--- src/rtl/conv1d_window.sv ---
// Sliding-window front end for the 1D neuron.
// Turns a scalar valid/ready sample stream into KERNEL_SIZE-wide windows,
// with a configurable stride. Windows never span a frame boundary.
// A frame that ends without producing its final window raises frame_err
// for one cycle.

package cnn1d_pkg;
  parameter int DATA_WIDTH = 8;
endpackage

module conv1d_window #(
  parameter int KERNEL_SIZE = 3,
  parameter int STRIDE      = 1,
  parameter int DATA_WIDTH  = cnn1d_pkg::DATA_WIDTH
) (
  input  logic                                   clk,
  input  logic                                   rst,
  output logic                                   sample_ready_in,
  input  logic                                   sample_valid_in,
  input  logic [DATA_WIDTH-1:0]                  sample_data_in,
  input  logic                                   sample_last_in,
  input  logic                                   win_ready_out,
  output logic                                   win_valid_out,
  output logic [0:KERNEL_SIZE-1][DATA_WIDTH-1:0] win_data_out,
  output logic                                   win_last_out,
  output logic                                   frame_err
);

  // Fill counter saturates at KERNEL_SIZE; stride phase counts 0..STRIDE-1.
  localparam int FW = $clog2(KERNEL_SIZE + 1);
  localparam int SW = (STRIDE > 1) ? $clog2(STRIDE) : 1;

  logic [0:KERNEL_SIZE-1][DATA_WIDTH-1:0] shift_q, shift_next;
  logic [FW-1:0]                          fill_q, fill_next;
  logic [SW-1:0]                          stride_q, stride_next;

  logic sample_acc;
  logic win_acc;
  logic fill_full;
  logic emit;
  logic drop_err;

  // The output register can take a new window when empty or being drained;
  // nothing is accepted while reset is held.
  assign sample_ready_in = rst & (~win_valid_out | win_ready_out);
  assign sample_acc      = sample_valid_in & sample_ready_in;
  assign win_acc         = win_valid_out & win_ready_out;

  // Next shift-register contents, fill/stride bookkeeping and emit decision.
  always_comb begin
    // NOTE: every signal written here gets a default first, so no path
    // leaves it unassigned and no latch is inferred.
    shift_next  = shift_q;
    fill_next   = fill_q;
    stride_next = stride_q;
    emit        = 1'b0;
    drop_err    = 1'b0;

    fill_full = (fill_q == FW'(KERNEL_SIZE));

    for (int i = 0; i < KERNEL_SIZE - 1; i++) begin
      shift_next[i] = shift_q[i+1];
    end
    shift_next[KERNEL_SIZE-1] = sample_data_in;

    if (sample_acc) begin
      if (fill_full) begin
        // Steady state: emit once every STRIDE samples.
        if (stride_q == SW'(STRIDE - 1)) begin
          emit        = 1'b1;
          stride_next = '0;
        end else begin
          stride_next = stride_q + SW'(1);
        end
      end else begin
        // Filling: the KERNEL_SIZE-th sample completes the first window.
        fill_next   = fill_q + FW'(1);
        stride_next = '0;
        emit        = (fill_q == FW'(KERNEL_SIZE - 1));
      end

      // A frame's last sample restarts the fill; a tail that did not
      // complete a window is dropped and flagged.
      if (sample_last_in) begin
        fill_next   = '0;
        stride_next = '0;
        drop_err    = ~emit;
      end
    end
  end

  // Sample history and fill/stride counters advance only on accepted samples.
  always_ff @(posedge clk or negedge rst) begin
    // NOTE: sequential state uses non-blocking assignments so every register
    // samples pre-edge values regardless of statement order.
    if (!rst) begin
      shift_q  <= '0;
      fill_q   <= '0;
      stride_q <= '0;
    end else if (sample_acc) begin
      shift_q  <= shift_next;
      fill_q   <= fill_next;
      stride_q <= stride_next;
    end
  end

  // Output window register: load on emit, clear when drained, else hold.
  always_ff @(posedge clk or negedge rst) begin
    if (!rst) begin
      win_valid_out <= 1'b0;
      win_last_out  <= 1'b0;
      win_data_out  <= '0;
    end else if (emit) begin
      win_valid_out <= 1'b1;
      win_last_out  <= sample_last_in;
      win_data_out  <= shift_next;
    end else if (win_acc) begin
      win_valid_out <= 1'b0;
      win_last_out  <= 1'b0;
    end
  end

  // One-cycle pulse when a frame's last sample produced no window.
  always_ff @(posedge clk or negedge rst) begin
    if (!rst) begin
      frame_err <= 1'b0;
    end else begin
      frame_err <= drop_err;
    end
  end

endmodule

--- config.mk ---
export PLATFORM = sky130hd
export DESIGN_NAME = conv1d_window
export DESIGN_NICKNAME = d
export VERILOG_FILES = /design/src/rtl/conv1d_window.sv
export SDC_FILE = /design/constraint.sdc
export NUM_CORES = 1
export LEC_CHECK = 0
export BUFFER_PORTS_ARGS = -buffer_cell sky130_fd_sc_hd__buf_4
export CAP_MARGIN = 20
export CELL_PAD_IN_SITES_DETAIL_PLACEMENT = 1
export CELL_PAD_IN_SITES_GLOBAL_PLACEMENT = 2
export CORE_MARGIN = 1
export CORE_UTILIZATION = 36
export CTS_CLUSTER_SIZE = 8
export DETAILED_ROUTE_END_ITERATION = 7
export GPL_ROUTABILITY_DRIVEN = 0
export PLACE_DENSITY = 0.83
export SLEW_MARGIN = 25
export SYNTH_ARGS = -nofsm -noshare
export SYNTH_HDL_FRONTEND = slang
export SYNTH_SLANG_ARGS = --single-unit
--- constraint.sdc ---
create_clock -name clk -period 2.19 [get_ports clk]
set_clock_uncertainty 0.2 [all_clocks]
set_input_delay 0.219 -clock clk [delete_from_list [all_inputs] [get_ports clk]]
set_output_delay 0.219 -clock clk [all_outputs]
set_load 0.01 [all_outputs]
==> impl_results.html, run 1 <==
<table>
<tr><th>Metric</th><th>Value</th></tr>
<tr><th colspan="2">Run status</th></tr>
<tr><td>Outcome</td><td>finished clean</td></tr>
<tr><th colspan="2">Global routing</th></tr>
<tr><td>Number of global-route vias before repair</td><td>1213</td></tr>
<tr><td>Highest-utilization routing layer at the global route stage</td><td>met2</td></tr>
<tr><td>GRT Overall Usage</td><td>15.4%</td></tr>
<tr><td>Global-route wire length before repair</td><td>5890 um</td></tr>
<tr><td>Met2 capacity usage during global routing</td><td>24.9%</td></tr>
<tr><td>Largest net degree at the start of global routing</td><td>47</td></tr>
<tr><td>Met3 layer usage reported by global route</td><td>5.00%</td></tr>
<tr><td>Global Route met1 Usage</td><td>19.5%</td></tr>
<tr><td>Residual overflow from global routing</td><td>0</td></tr>
<tr><td>Initial antenna violation count</td><td>0</td></tr>
<tr><th colspan="2">Synthesis</th></tr>
<tr><td>Synthesized flop and latch total</td><td>45</td></tr>
<tr><td>Xor/xnor share of the synthesized area</td><td>0%</td></tr>
<tr><td>Complex-gate fraction of the synthesized area</td><td>1.83%</td></tr>
<tr><td>Simple-gate area share of the yosys netlist</td><td>5.42%</td></tr>
<tr><td>Post-synthesis sequential area ratio</td><td>63.3%</td></tr>
<tr><td>Most frequent cell after synthesis</td><td>dfrtp_1</td></tr>
<tr><td>Post-synthesis mux area share</td><td>25.9%</td></tr>
<tr><td>Fraction of registers with async set or reset after synthesis</td><td>100%</td></tr>
<tr><td>Arithmetic-cell share of the synthesized area counting full adders, half adders and majority gates</td><td>1.41%</td></tr>
<tr><td>Share of Yosys cell area claimed by the top area cell type</td><td>63.3%</td></tr>
<tr><td>Number of enable-type register cells in the synthesized netlist</td><td>0</td></tr>
<tr><td>Synthesized Nets</td><td>127</td></tr>
<tr><td>Primary FF master, synth</td><td>dfrtp_1</td></tr>
<tr><td>Biggest area contributors in the synthesized netlist</td><td>dfrtp_1 63%, mux2_2 24%, ha_1 1.4%</td></tr>
<tr><td>List of most frequent post-synthesis cells</td><td>45 x dfrtp_1, 38 x mux2_2, 3 x nand2_1</td></tr>
<tr><td>Number of different library cells in the post-synthesis netlist</td><td>24</td></tr>
<tr><td>Post-synth top area cell</td><td>dfrtp_1</td></tr>
<tr><td>Average instance area after synthesis</td><td>15.9 sq um</td></tr>
<tr><td>Syn. warnings</td><td>0</td></tr>
<tr><td>Dominant combinational cell family by area after synthesis</td><td>multiplexers</td></tr>
<tr><td>Instance count of the mapped netlist</td><td>112</td></tr>
<tr><td>Summed instance area of the synthesized netlist</td><td>0.00178 sq mm</td></tr>
<tr><th colspan="2">Drt</th></tr>
<tr><td>Starting DRC count in detailed routing</td><td>34</td></tr>
<tr><td>Routed wire length</td><td>3560 um</td></tr>
<tr><td>Number of nets with antenna violations after routing</td><td>0</td></tr>
<tr><td>Avg WL per Cell</td><td>14.9 um</td></tr>
<tr><td>Total vias in the final route</td><td>1114</td></tr>
<tr><td>DRC viols</td><td>0</td></tr>
<tr><td>First-pass iteration count of the detailed router</td><td>2</td></tr>
<tr><td>Average via count per standard cell</td><td>4.66</td></tr>
<tr><th colspan="2">Final layout</th></tr>
<tr><td>Layout cell share with drive strength beyond 1</td><td>55.2%</td></tr>
<tr><td>Final instance count without filler cells</td><td>239</td></tr>
<tr><td>Post-synthesis to final-layout area growth</td><td>33.3%</td></tr>
<tr><td>Number of antenna diodes</td><td>0</td></tr>
<tr><td>Filler cell count</td><td>472</td></tr>
<tr><td>Net total in the final layout</td><td>186</td></tr>
<tr><th colspan="2">Timing</th></tr>
<tr><td>Final hold violation count</td><td>0</td></tr>
<tr><td>Tcrit/Tclk final</td><td>89.8%</td></tr>
<tr><td>Unrepaired setup endpoints after global routing</td><td>false</td></tr>
<tr><td>Final count of pins violating max slew</td><td>0</td></tr>
<tr><td>Fmax</td><td>0.508 GHz</td></tr>
<tr><td>Post-Route Hold Slack</td><td>0.0324 ns</td></tr>
<tr><td>Final critical delay including setup and external delays</td><td>1.97 ns</td></tr>
<tr><td>Post-route setup TNS</td><td>0 ns</td></tr>
<tr><td>Transition time of the tightest slew-check pin</td><td>0.409 ns</td></tr>
<tr><td>Worst-case headroom to the max-slew limit</td><td>72.8%</td></tr>
<tr><td>Final setup viols</td><td>0</td></tr>
<tr><th colspan="2">Setup path</th></tr>
<tr><td>Critical path required time</td><td>1.77 ns</td></tr>
<tr><td>Startpoint types</td><td>input port</td></tr>
<tr><td>WP data arrival</td><td>1.55 ns</td></tr>
<tr><td>Maximum fanout along the worst path</td><td>46</td></tr>
<tr><td>Crit path kind</td><td>input port to output port</td></tr>
<tr><td>Type of destination of the critical path</td><td>output port</td></tr>
<tr><th colspan="2">Clocking</th></tr>
<tr><td>Clock latency on the worst-skew pair</td><td>0.29 ns</td></tr>
<tr><td>Clock sink count</td><td>45</td></tr>
<tr><td>Clock buffer count from CTS</td><td>5</td></tr>
<tr><td>Register clock-pin slew on the reported worst setup and hold paths</td><td>0.08 ns</td></tr>
<tr><td>H-tree depth reported by CTS</td><td>2</td></tr>
<tr><td>Clk Tree Root Cell</td><td>clkbuf_8</td></tr>
<tr><td>CTS tree</td><td>built</td></tr>
<tr><td>Clock Tree Buf Depth</td><td>2</td></tr>
<tr><th colspan="2">Die</th></tr>
<tr><td>Initial Utilization</td><td>37.6%</td></tr>
<tr><td>Row count</td><td>25</td></tr>
<tr><td>Chip Width</td><td>72.3 um</td></tr>
<tr><td>Num ports</td><td>41</td></tr>
<tr><td>Core area</td><td>0.00472 sq mm</td></tr>
<tr><td>Vertical die dimension</td><td>72.3 um</td></tr>
<tr><td>Floorplan die area</td><td>0.00522 sq mm</td></tr>
<tr><th colspan="2">Power and ir drop</th></tr>
<tr><td>Leakage power total</td><td>1.09 nW</td></tr>
<tr><td>Total power divided by cell area</td><td>1230 mW/mm^2</td></tr>
<tr><td>Overall power after layout</td><td>2.92 mW</td></tr>
<tr><td>Maximum resistive drop on vdd</td><td>0.000587 V</td></tr>
<tr><th colspan="2">Flow run</th></tr>
<tr><td>Total of max-cap violations</td><td>0</td></tr>
<tr><th colspan="2">Worst hold path</th></tr>
<tr><td>Kind of path behind the tightest hold check</td><td>input port to register</td></tr>
<tr><th colspan="2">Placement</th></tr>
<tr><td>Number of placed instances, taps included</td><td>221</td></tr>
<tr><td>Half-perimeter wire length after placement</td><td>2460 um</td></tr>
<tr><td>Number of I/O port buffers</td><td>40</td></tr>
</table>
==> sequential cells by signal, indices dropped and copies added (netlist names) <==
signal / count
win_last_out: 1
win_data_out: 24
fill_q: 2
frame_err: 1
shift_next: 16
win_valid_out: 1
==> worst paths after layout <==
kind	startpoint	to	slack (ns)	cells past startpoint
min	win_ready_out	win_last_out$_DFFE_PN0P_	0.03	4
min in group asynchronous	rst	shift_next[20]$_DFFE_PN0P_	0.30	3
min reg2reg	win_data_out[22]$_DFFE_PN0P_	win_data_out[22]$_DFFE_PN0P_	0.30	1
max in group asynchronous	rst	win_last_out$_DFFE_PN0P_	1.18	3
max reg2reg	fill_q[1]$_DFFE_PN0P_	win_data_out[5]$_DFFE_PN0P_	0.30	5
max	rst	sample_ready_in	0.22	5
==> cell type report <==
class | count | area, sq um | area share, %
sequential | 45 | 1130 | 47.5
clock buffer | 6 | 82.6 | 3.48
timing repair buffer | 55 | 442 | 18.6
multi-input combinational | 62 | 614 | 25.9
inverter | 2 | 7.51 | 0.317
clock inverter | 2 | 13.8 | 0.581
tap | 67 | 83.8 | 3.54
==> layer usage <==
metal | routed length (um) | up-vias
met2 | 1820 | 29
met3 | 159 | 7
met1 | 1520 | 562
li1 | - | 516
met4 | 65 | 0
met5 | 0 | -
==> critical path, stage by stage <==
cell and delay [ns]:
dlygate4sd3_1 0.53, buf_4 0.12, buf_6 0.34, and2_1 0.19, buf_4 0.11
==> report_power, final <==
group / leakage [nW] / internal [mW] / switching [mW]
logic: 0.491 / 0.619 / 0.412
clock network: 0.0512 / 0.256 / 0.273
registers: 0.545 / 1.17 / 0.195
total: 1.09 / 2.04 / 0.880
==> stage by stage <==
stage | utilization, % | area, sq um | setup slack, ns
6_report | 50.2 | 2370 | 0.223
5_1_grt | 50.2 | 2370 | 0.118
3_3_place_gp | 45.9 | 2170 | 0.435
4_1_cts | 50.1 | 2370 | 0.0379
3_5_place_dp | 45.9 | 2170 | 0.319
2_1_floorplan | - | 1780 | 0.426
==> cells by family (layout without fill, tap and decap cells) <==
family                   count (synthesis)  in the layout
multiplexers                            41             41
AO/OA/AOI/OAI                            4              4
flip-flops                              45             45
AND/OR/NAND/NOR                         15             15
buffers and inverters                    5             65
adder cells (fa/ha/maj)                  2              2
==> cells in the final DEF (no fill, tap or decap), types with 2 or more instances in the layout <==
cell type,instances
nor2_1,2
ha_1,2
dfrtp_1,45
mux2_2,38
clkbuf_8,6
inv_1,2
dlygate4sd3_1,10
buf_4,44
mux2_1,2
nand2_1,3
==> what timing repair did <==
action                     CTS  global route
gates resized for setup      0             1
buffers inserted             0             0
setup endpoints to repair    0             1
hold endpoints to repair    62             0
hold buffers                10             0
Power figures use the tool's default switching activity.
==> run 2: changes to the inputs <==
--- a/config.mk
+++ b/config.mk
@@ -10,11 +10,12 @@
 export CELL_PAD_IN_SITES_DETAIL_PLACEMENT = 1
 export CELL_PAD_IN_SITES_GLOBAL_PLACEMENT = 2
 export CORE_MARGIN = 1
-export CORE_UTILIZATION = 36
+export CORE_UTILIZATION = 35
 export CTS_CLUSTER_SIZE = 8
 export DETAILED_ROUTE_END_ITERATION = 7
 export GPL_ROUTABILITY_DRIVEN = 0
-export PLACE_DENSITY = 0.83
+export GPL_TIMING_DRIVEN = 0
+export PLACE_DENSITY = 0.81
 export SLEW_MARGIN = 25
 export SYNTH_ARGS = -nofsm -noshare
 export SYNTH_HDL_FRONTEND = slang
==> run 2 against run 1 <==
Effect of this change:
- setup slack worse by 0.035 ns
- die area up 2.8%
- power up 1.2%
- register-to-register slack worse by 0.11 ns
- largest power group unchanged
- critical endpoint is now win_data_out[14]$_DFFE_PN0P_
- sequential cell count unchanged
- fmax down 1.8%
- first-iteration DRC count down 24%
==> impl_results.html, run 2 (same netlist as run 1, synthesis figures left out) <==
<table>
<tr><th>Metric</th><th>Value</th></tr>
<tr><th colspan="2">Timing</th></tr>
<tr><td>Unrepaired setup endpoints after global routing</td><td>false (unchanged)</td></tr>
<tr><td>Fmax</td><td>0.499 GHz (was 0.508 GHz)</td></tr>
<tr><td>Final setup viols</td><td>0 (unchanged)</td></tr>
<tr><td>Final hold violation count</td><td>0 (unchanged)</td></tr>
<tr><td>Final count of pins violating max slew</td><td>0 (unchanged)</td></tr>
<tr><td>Worst-case headroom to the max-slew limit</td><td>73.2% (was 72.8%)</td></tr>
<tr><td>Tcrit/Tclk final</td><td>91.4% (was 89.8%)</td></tr>
<tr><td>Post-route setup TNS</td><td>0 ns (unchanged)</td></tr>
<tr><td>Final critical delay including setup and external delays</td><td>2.00 ns (was 1.97 ns)</td></tr>
<tr><td>Transition time of the tightest slew-check pin</td><td>0.401 ns (was 0.409 ns)</td></tr>
<tr><th colspan="2">Die</th></tr>
<tr><td>Row count</td><td>25 (unchanged)</td></tr>
<tr><td>Num ports</td><td>41 (unchanged)</td></tr>
<tr><td>Initial Utilization</td><td>36.9% (was 37.6%)</td></tr>
<tr><td>Vertical die dimension</td><td>73.3 um (was 72.3 um)</td></tr>
<tr><td>Core area</td><td>0.00482 sq mm (was 0.00472 sq mm)</td></tr>
<tr><td>Chip Width</td><td>73.3 um (was 72.3 um)</td></tr>
<tr><td>Floorplan die area</td><td>0.00537 sq mm (was 0.00522 sq mm)</td></tr>
<tr><th colspan="2">Clocking</th></tr>
<tr><td># resized after CTS</td><td>0 (unchanged)</td></tr>
<tr><td>Clock latency on the worst-skew pair</td><td>0.30 ns (was 0.29 ns)</td></tr>
<tr><td>Register clock-pin slew on the reported worst setup and hold paths</td><td>0.08 ns (about the same)</td></tr>
<tr><td>H-tree depth reported by CTS</td><td>2 (unchanged)</td></tr>
<tr><td>Clk Tree Root Cell</td><td>clkbuf_8 (unchanged)</td></tr>
<tr><td>Clock sink count</td><td>45 (unchanged)</td></tr>
<tr><td>CTS tree</td><td>built (unchanged)</td></tr>
<tr><td>Clock Tree Buf Depth</td><td>2 (unchanged)</td></tr>
<tr><td>Clock buffer count from CTS</td><td>5 (unchanged)</td></tr>
<tr><th colspan="2">Setup path</th></tr>
<tr><td>Critical path required time</td><td>2.17 ns (was 1.77 ns)</td></tr>
<tr><td>Startpoint types</td><td>register (was input port)</td></tr>
<tr><td>Maximum fanout along the worst path</td><td>10 (was 46)</td></tr>
<tr><td>WP data arrival</td><td>1.98 ns (was 1.55 ns)</td></tr>
<tr><td>Type of destination of the critical path</td><td>register (was output port)</td></tr>
<tr><td>Crit path kind</td><td>register to register (was input port to output port)</td></tr>
<tr><th colspan="2">Run status</th></tr>
<tr><td>Outcome</td><td>finished clean (unchanged)</td></tr>
<tr><th colspan="2">Drt</th></tr>
<tr><td>Avg WL per Cell</td><td>15.8 um (was 14.9 um)</td></tr>
<tr><td>First-pass iteration count of the detailed router</td><td>2 (unchanged)</td></tr>
<tr><td>Total vias in the final route</td><td>1126 (was 1114)</td></tr>
<tr><td>DRC viols</td><td>0 (unchanged)</td></tr>
<tr><td>Starting DRC count in detailed routing</td><td>26 (was 34)</td></tr>
<tr><td>Routed wire length</td><td>3790 um (was 3560 um)</td></tr>
<tr><td>Number of nets with antenna violations after routing</td><td>0 (unchanged)</td></tr>
<tr><td>Average via count per standard cell</td><td>4.69 (was 4.66)</td></tr>
<tr><th colspan="2">Final layout</th></tr>
<tr><td>Post-synthesis to final-layout area growth</td><td>35.0% (was 33.3%)</td></tr>
<tr><td>Net total in the final layout</td><td>187 (was 186)</td></tr>
<tr><td>Sequential standard cell area</td><td>0.00113 sq mm (unchanged)</td></tr>
<tr><td>Max reg flops</td><td>24 (unchanged)</td></tr>
<tr><td>Largest reg by FF count</td><td>win_data_out (unchanged)</td></tr>
<tr><td>Final instance count without filler cells</td><td>240 (was 239)</td></tr>
<tr><td>Number of antenna diodes</td><td>0 (unchanged)</td></tr>
<tr><td>Area of all placed cells without fillers</td><td>0.00240 sq mm (was 0.00237 sq mm)</td></tr>
<tr><td>Commonest non-fill, non-tap cell in the layout</td><td>dfrtp_1 (unchanged)</td></tr>
<tr><td>Top library cells by usage in the layout, fill and taps aside</td><td>45 x dfrtp_1, 43 x buf_4, 38 x mux2_2 (was 45 x dfrtp_1, 44 x buf_4, 38 x mux2_2)</td></tr>
<tr><td>Filler cell count</td><td>511 (was 472)</td></tr>
<tr><td>Total area of multi-input combinational cells</td><td>614 sq um (unchanged)</td></tr>
<tr><td>Layout cell share with drive strength beyond 1</td><td>55.5% (was 55.2%)</td></tr>
<tr><td>Core Util, Final</td><td>49.8% (was 50.2%)</td></tr>
<tr><th colspan="2">Global routing</th></tr>
<tr><td>Initial antenna violation count</td><td>0 (unchanged)</td></tr>
<tr><td>GRT Overall Usage</td><td>16.4% (was 15.4%)</td></tr>
<tr><td>Number of global-route vias before repair</td><td>1259 (was 1213)</td></tr>
<tr><td>Largest net degree at the start of global routing</td><td>46 (was 47)</td></tr>
<tr><td>Residual overflow from global routing</td><td>0 (unchanged)</td></tr>
<tr><td>Global-route wire length before repair</td><td>6380 um (was 5890 um)</td></tr>
<tr><th colspan="2">Flow run</th></tr>
<tr><td>Total of max-cap violations</td><td>0 (unchanged)</td></tr>
<tr><th colspan="2">Power and ir drop</th></tr>
<tr><td>Leakage power total</td><td>1.10 nW (was 1.09 nW)</td></tr>
<tr><td>Maximum resistive drop on vdd</td><td>0.000486 V (was 0.000587 V)</td></tr>
<tr><td>Total power divided by cell area</td><td>1230 mW/mm^2 (about the same)</td></tr>
<tr><th colspan="2">Worst hold path</th></tr>
<tr><td>Kind of path behind the tightest hold check</td><td>input port to register (unchanged)</td></tr>
<tr><th colspan="2">Placement</th></tr>
<tr><td>Number of I/O port buffers</td><td>40 (unchanged)</td></tr>
<tr><td>Standard cell area after detailed placement</td><td>0.00216 sq mm (was 0.00217 sq mm)</td></tr>
<tr><td>Number of placed instances, taps included</td><td>219 (was 221)</td></tr>
<tr><td>Half-perimeter wire length after placement</td><td>2530 um (was 2460 um)</td></tr>
</table>
-- run 2: cell types whose count changed in the layout (fill, tap and decap cells not counted), sizes merged --
cell | previous run | this run
buf | 45 | 46
-- run 2: worst max-delay path: stages (launching register included) --
cell     delay, ns
dfrtp_1       0.41
ha_1          0.26
nor2_1        0.12
nor3_4        0.31
buf_6         0.22
mux2_2        0.35
-- run 2: per-layer routing --
metal	part of all wire (%)	GRT usage [%]	vias to the layer above	wire [um]
met5	0	0	-	0
met4	1.1	7.19	0	43
met3	3.6	5.35	4	136
met2	51	26.3	26	1930
met1	44	20.0	580	1680
li1	-	-	516	-
-- run 2: final timing paths --
| check | start | endpoint | slack (ns) | depth (start not counted) |
|---|---|---|---|---|
| setup / recovery | fill_q[0]$_DFFE_PN0P_ | win_data_out[14]$_DFFE_PN0P_ | 0.19 | 5 |
| hold / removal | win_ready_out | win_last_out$_DFFE_PN0P_ | 0.03 | 4 |
| setup reg to reg | fill_q[0]$_DFFE_PN0P_ | win_data_out[14]$_DFFE_PN0P_ | 0.19 | 5 |
| hold reg to reg | win_data_out[22]$_DFFE_PN0P_ | win_data_out[22]$_DFFE_PN0P_ | 0.30 | 1 |
| max in group asynchronous | rst | shift_next[18]$_DFFE_PN0P_ | 1.32 | 3 |
| min in group asynchronous | rst | win_valid_out$_DFFE_PN0P_ | 0.26 | 3 |
-- run 2: layout make-up --
class / instances / share of cell area [%]
buffer: 3 / 1.25
clock buffer: 6 / 3.44
clock inverter: 2 / 0.573
inverter: 2 / 0.313
multi-input combinational: 62 / 25.6
sequential: 45 / 46.9
tap: 67 / 3.49
timing repair buffer: 53 / 18.4
-- run 2: power by group --
| part | internal (mW) | switching, mW |
|---|---|---|
| clock network | 0.256 | 0.278 |
| logic | 0.631 | 0.426 |
| registers | 1.17 | 0.197 |
-- run 2: per-stage QoR --
step / power (mW) / setup slack [ns] / hold WS (ns)
after global placement: 2.35 / -0.119 / 0.0508
final: 2.96 / 0.187 / 0.0344
after floorplan: 1.88 / 0.426 / -0.277
after detailed placement: 2.42 / -0.201 / 0.0660
after CTS: 2.98 / 0.0857 / 0.0263
after global routing: 3.15 / 0.0822 / 0.0684
-- run 2: what timing repair did --
item,in CTS,in global routing
hold buffers,11,0
endpoints found under the hold margin,62,0
setup buffers,0,2
endpoints found under the setup margin,0,3
